File: src/rtl/instr_loader_pkg.sv
// Shared types and constants for the boot-time instruction loader.
package instr_loader_pkg;

   typedef enum logic [2:0] {
      IDLE, LEN_LO, LEN_HI, WORD, WRITE, CHECK, DONE, ERROR
   } state_e;

   localparam int DEF_DATA_WIDTH = 32;
   localparam int DEF_BYTE_WIDTH = 8;
   localparam int BYTES_PER_WORD = DEF_DATA_WIDTH / DEF_BYTE_WIDTH;
   localparam int LEN_BYTES      = 2;

endpackage

File: src/rtl/instr_loader_word_pack.sv
// Little-endian byte-to-word assembly register with its byte index.
module loader_word_pack
   import instr_loader_pkg::*;
#(
   parameter int DATA_WIDTH = DEF_DATA_WIDTH,
   parameter int BYTE_WIDTH = DEF_BYTE_WIDTH,
   parameter int NBYTES     = BYTES_PER_WORD
) (
   input  logic                  clk_i,
   input  logic                  rst_i,
   input  logic                  load_i,
   input  logic                  clr_i,
   input  logic [BYTE_WIDTH-1:0] byte_i,
   output logic [DATA_WIDTH-1:0] word_o,
   output logic                  word_full_o
);

   localparam int IDX_W = (NBYTES > 1) ? $clog2(NBYTES) : 1;
   localparam logic [IDX_W-1:0] LAST = IDX_W'(NBYTES - 1);

   logic [DATA_WIDTH-1:0] word_q;
   logic [IDX_W-1:0]      idx_q;

   // Asserted on the load that completes the word, so the FSM can leave WORD on that edge.
   assign word_full_o = load_i && (idx_q == LAST);
   assign word_o      = word_q;

   always_ff @(posedge clk_i or posedge rst_i) begin
      if (rst_i) begin
         word_q <= '0;
         idx_q  <= '0;
      end else if (clr_i) begin
         word_q <= '0;
         idx_q  <= '0;
      end else if (load_i) begin
         for (int i = 0; i < NBYTES; i++) begin
            if (idx_q == IDX_W'(i)) word_q[i*BYTE_WIDTH +: BYTE_WIDTH] <= byte_i;
         end
         idx_q <= (idx_q == LAST) ? '0 : idx_q + IDX_W'(1);
      end
   end

endmodule

File: src/rtl/instr_loader.sv
// Boot loader: parses a length-prefixed byte frame, writes words to instruction RAM,
// verifies the trailing XOR checksum and holds the CPU until the load resolves.
module instr_loader
   import instr_loader_pkg::*;
#(
   parameter int DATA_WIDTH = 32,
   parameter int ADDR_WIDTH = 10,
   parameter int BYTE_WIDTH = 8
) (
   input  logic                  CLK,
   input  logic                  RST,
   input  logic                  start,
   input  logic [BYTE_WIDTH-1:0] byte_in,
   input  logic                  byte_valid,
   output logic                  byte_ready,
   output logic [DATA_WIDTH-1:0] data,
   output logic [ADDR_WIDTH-1:0] writeAddr,
   output logic                  we,
   output logic                  cpu_hold,
   output logic                  done,
   output logic                  error,
   output logic [ADDR_WIDTH:0]   words_loaded
);

   localparam int BPW   = DATA_WIDTH / BYTE_WIDTH;
   localparam int LEN_W = LEN_BYTES * BYTE_WIDTH;
   localparam int CNT_W = ADDR_WIDTH + 1;
   localparam logic [LEN_W:0] MAX_WORDS =
      {{(LEN_W - ADDR_WIDTH){1'b0}}, 1'b1, {ADDR_WIDTH{1'b0}}};

   state_e                state_q, state_d;
   logic [BYTE_WIDTH-1:0] len_lo_q;
   logic [LEN_W-1:0]      len_q;
   logic [BYTE_WIDTH-1:0] csum_q;
   logic [CNT_W-1:0]      words_q;
   logic [DATA_WIDTH-1:0] data_q;
   logic [ADDR_WIDTH-1:0] addr_q;

   logic                  accept;
   logic                  start_load;
   logic                  pack_load;
   logic                  pack_full;
   logic [DATA_WIDTH-1:0] pack_word;
   logic [LEN_W-1:0]      n_now;
   logic [CNT_W-1:0]      words_nxt;
   logic [LEN_W:0]        words_nxt_ext;

   assign byte_ready = (state_q == LEN_LO) || (state_q == LEN_HI) ||
                       (state_q == WORD)   || (state_q == CHECK);
   assign accept     = byte_valid && byte_ready;
   assign start_load = start && ((state_q == IDLE) || (state_q == DONE) || (state_q == ERROR));
   assign pack_load  = accept && (state_q == WORD);

   assign n_now         = {byte_in, len_lo_q};
   assign words_nxt     = words_q + CNT_W'(1);
   assign words_nxt_ext = {{(LEN_W - ADDR_WIDTH){1'b0}}, words_nxt};

   loader_word_pack #(
      .DATA_WIDTH (DATA_WIDTH),
      .BYTE_WIDTH (BYTE_WIDTH),
      .NBYTES     (BPW)
   ) u_pack (
      .clk_i       (CLK),
      .rst_i       (RST),
      .load_i      (pack_load),
      .clr_i       (start_load),
      .byte_i      (byte_in),
      .word_o      (pack_word),
      .word_full_o (pack_full)
   );

   always_comb begin
      state_d = state_q;
      case (state_q)
         IDLE, DONE, ERROR: if (start_load) state_d = LEN_LO;
         LEN_LO:            if (accept) state_d = LEN_HI;
         LEN_HI: begin
            if (accept) begin
               if ({1'b0, n_now} > MAX_WORDS) state_d = ERROR;
               else if (n_now == '0)          state_d = CHECK;
               else                           state_d = WORD;
            end
         end
         WORD:              if (pack_full) state_d = WRITE;
         WRITE:             state_d = (words_nxt_ext == {1'b0, len_q}) ? CHECK : WORD;
         CHECK: begin
            if (accept) state_d = (byte_in == csum_q) ? DONE : ERROR;
         end
         default:           state_d = IDLE;
      endcase
   end

   always_ff @(posedge CLK or posedge RST) begin
      if (RST) begin
         state_q  <= IDLE;
         len_lo_q <= '0;
         len_q    <= '0;
         csum_q   <= '0;
         words_q  <= '0;
         data_q   <= '0;
         addr_q   <= '0;
      end else begin
         state_q <= state_d;
         if (start_load) begin
            csum_q  <= '0;
            words_q <= '0;
         end
         // The checksum byte itself is compared, never folded in.
         if (accept && (state_q != CHECK)) csum_q <= csum_q ^ byte_in;
         if (accept && (state_q == LEN_LO)) len_lo_q <= byte_in;
         if (accept && (state_q == LEN_HI)) len_q <= n_now;
         if (state_q == WRITE) begin
            words_q <= words_nxt;
            data_q  <= pack_word;
            addr_q  <= words_q[ADDR_WIDTH-1:0];
         end
      end
   end

   // During WRITE the live word/address are presented; afterwards the held copies.
   assign we           = (state_q == WRITE);
   assign data         = we ? pack_word : data_q;
   assign writeAddr    = we ? words_q[ADDR_WIDTH-1:0] : addr_q;
   assign cpu_hold     = (state_q != IDLE) && (state_q != DONE) && (state_q != ERROR);
   assign done         = (state_q == DONE);
   assign error        = (state_q == ERROR);
   assign words_loaded = words_q;

endmodule

File: config.mk
export PLATFORM = sky130hd
export DESIGN_NAME = instr_loader
export DESIGN_NICKNAME = d
export VERILOG_FILES = /design/src/rtl/instr_loader_pkg.sv /design/src/rtl/instr_loader_word_pack.sv /design/src/rtl/instr_loader.sv
export SDC_FILE = /design/constraint.sdc
export NUM_CORES = 1
export LEC_CHECK = 0
export CAP_MARGIN = 20
export CORE_UTILIZATION = 60
export CTS_CLUSTER_SIZE = 20
export DETAILED_ROUTE_END_ITERATION = 12
export PLACE_DENSITY_LB_ADDON = 0.15
export SKIP_CTS_REPAIR_TIMING = 1
export SLEW_MARGIN = 20
export SYNTH_ARGS = -nofsm -noshare
export SYNTH_HDL_FRONTEND = slang
export SYNTH_SLANG_ARGS = --single-unit
export TNS_END_PERCENT = 1
File: constraint.sdc
create_clock -name CLK -period 6.6 [get_ports CLK]
set_input_delay 0.66 -clock CLK [delete_from_list [all_inputs] [get_ports CLK]]
set_output_delay 0.66 -clock CLK [all_outputs]
set_load 0.01 [all_outputs]
==> impl_metrics.ini <==
[status]
status = finished clean

[synthesis]
postSynthCellCount = 614
seq_area_frac_synth_pct = 54.1
ys.flop_type = dfrtp_1
synthesis.nets = 631
synth-edff-count = 0
synth_area_leaders = dfrtp_1 (54%), nand2_1 (13%), mux2_2 (5.0%)
synth_top_area_cell = dfrtp_1
netlist-cell-type-count = 45
syn_avg_cell_area_um2 = 9.19
netlist_area_um2 = 5640
synth_top_area_share_pct = 54.1
yosys_warnings = 0
ys_seq_elements = 122
ys_async_sr_fraction_pct = 100

[floorplan]
start_util_pct = 61.6
core_um2 = 9150
io_pins = 70
die_w_um = 99.0
num_rows = 35
die_area_um2 = 9790
die_h_um = 99.0

[clock_network]
cts_root_buffer = clkbuf_8
clock_latency_ns = 0.52
cts.clk_slew.worst_paths_ns = 0.05
cts_num_sinks = 122
cts_buffers = 17
cts_tree = built
cts.path.max_buffers = 2
cts_htree_levels = 4

[sta]
finalHoldViolCount = 0
worst_clock_skew_ns = 0.00606
holdWs_ns = 0.469
rsz0062_at_grt = false
drv_slew = 0
fin_crit_sh_pct = 63.7
setup_viol = 0
worstMarginPinSlew_ns = 0.997
relSlewSlack_pct = 33.4
setup_ws_ns = 2.40
fmax_mhz = 238
tns_ns = 0
fin_crit_ns = 4.20

[global_routing]
grt_pass1_wl_um = 22300
overflow = 0
grt_max_degree = 64
grt_pass1_vias = 4524
grt_usage_pct = 29.8
met3_usage_pct = 7.45
top_usage_layer = met2
use_met2_pct = 46.2
antenna_found_initial = 0
grt_util_met1_pct = 39.7

[route]
vias_per_cell = 5.93
wire_per_inst_um = 17.0
firstDrtPassIters = 5
drc = 0
drtIter0Drc = 304
num_vias = 4683
detail_route.wirelength_um = 13400
antenna_left = 0

[setup_path]
cp.required_ns = 5.94
path_max_fanout = 56
crit_path_end_kind = output pin
arrival_ns = 3.54
cp-start-kind = flop
crit_type = flop to output pin

[hold_path]
hold_path_class = flop to flop

[finish]
area_growth_pct = 23.7
diodes = 0
stdcell_area_um2 = 6980
num-fill-cells = 627
nets = 684
drive_gt1_share_pct = 10.0

[pwr]
clkPwrFrac_pct = 31.6
share_seq_of_total_power_pct = 37.4
internal_power_mw = 2.12
swShare_pct = 32.0
power_frac_comb_pct = 31.0
p_leak_nw = 3.13
irDropWorstVdd_mv = 0.312
power.density_nw_per_um2 = 447
switchingPower_mw = 0.999

[placed_design]
place_ws_ns = 2.98
place.gp.congestion = 0.904
port_buffers = 69
hpwl_um = 8300
place_area_um2 = 6340

[run]
cap_violations = 0
## path summary, 6_finish.rpt
kind / start / endpoint / slack [ns] / cells after the start
setup / recovery: state_q[2] / data[4] / 2.40 / 7
hold / removal: data_q[13] / data_q[13] / 0.47 / 2
setup reg to reg: state_q[2] / words_loaded[8] / 3.54 / 7
hold reg to reg: data_q[13] / data_q[13] / 0.47 / 2
max in group asynchronous: RST / len_q[3] / 4.69 / 3
min in group asynchronous: RST / addr_q[4] / 0.63 / 2
## sequential cells by signal (all words and copies together), names as in the netlist
name           flops
len_q             16
u_pack.word_o     32
addr_q            10
u_pack.idx_q       2
csum_q             8
state_q            3
len_lo_q           8
words_loaded      11
data_q            32
## power groups by stage
stage	combinational (mW)	clock, mW	sequential, mW
finish	0.967	0.986	1.17
floorplan	0.654	0	1.10
global route	1.06	1.03	1.20
global placement	0.919	0	1.16
CTS	0.969	0.999	1.17
detailed placement	0.953	0	1.17
## through the flow
step / cells / utilization [%] / power (mW)
finish: 790 / 76.2 / 3.12
global placement: 759 / 69.3 / 2.08
CTS: 790 / 76.2 / 3.13
global route: 790 / 76.2 / 3.30
floorplan: 614 / - / 1.76
detailed placement: 759 / 69.3 / 2.12
## layer usage
metal | part of all wire, % | vias up
met3 | 5.1 | 31
met2 | 49 | 161
met4 | 2.2 | 0
met1 | 43 | 2319
met5 | 0 | -
li1 | - | 2172
## worst max-delay path: stages (launching register included)
cell and delay (ns):
dfrtp_1 0.52, inv_1 0.15, or3_2 0.49, buf_4 0.32, inv_2 0.67, nand2_1 0.16
nand2_1 0.14, clkdlybuf4s50_1 0.56
## Yosys cell counts (2+ instances only)
master / number
xor2_1: 2
nand4b_1: 3
o31ai_1: 3
ha_1: 5
nand4_1: 5
nor3b_1: 3
a21oi_1: 39
or4_1: 4
nand2b_1: 4
nor3b_2: 2
nor2_1: 19
inv_1: 8
buf_2: 13
mux2i_1: 3
nand3b_1: 2
dfrtp_1: 122
nand2_1: 196
o21ai_1: 9
o21ai_0: 30
xnor2_1: 18
o211ai_1: 3
nor3_1: 7
clkbuf_1: 25
mux2_2: 25
or3_1: 2
and3_1: 3
nor4_1: 3
a31oi_1: 3
nand3_1: 37
## cell families (layout without fill, tap and decap cells)
kind of cell	Yosys count	in the layout	synth area share, %
buffers and inverters	49	114	3.62
adder cells (fa/ha/maj)	5	5	1.11
AO/OA/AOI/OAI	94	94	9.10
XOR/XNOR	21	21	3.53
flip-flops	122	122	54.1
AND/OR/NAND/NOR	295	295	23.0
multiplexers	28	28	5.52
## layout make-up
| cell class | count | area [µm²] | share of cell area (%) |
|---|---|---|---|
| clock buffers | 23 | 467 | 6.69 |
| clock inverters | 8 | 165 | 2.37 |
| inverters | 9 | 36.3 | 0.520 |
| multi-input cells | 443 | 2390 | 34.2 |
| flip-flops and latches | 122 | 3050 | 43.8 |
| well taps | 111 | 139 | 1.99 |
| repair buffers | 74 | 728 | 10.4 |
## cells in the final DEF (no fill, tap or decap), drive strengths merged, types with 2 or more instances in the layout
master | synthesis | layout
nor3 | 8 | 8
buf | 15 | 5
and3 | 3 | 3
bufinv | 0 | 5
ha | 5 | 5
xor2 | 2 | 2
clkinv | 0 | 3
nor3b | 5 | 5
clkbuf | 25 | 23
o21ai | 39 | 39
a31oi | 3 | 3
nor4 | 3 | 3
o31ai | 3 | 3
nand3b | 2 | 2
or3 | 2 | 2
dfrtp | 122 | 122
clkdlybuf4s50 | 0 | 69
xnor2 | 18 | 18
nand4b | 3 | 3
nand4 | 6 | 6
o211ai | 3 | 3
nand3 | 38 | 38
mux2i | 3 | 3
nand2 | 196 | 196
inv | 9 | 9
nand2b | 4 | 4
or4 | 4 | 4
mux2 | 25 | 25
nor2 | 20 | 20
a21oi | 39 | 39
Note: power is estimated with default switching activity, not from simulation.
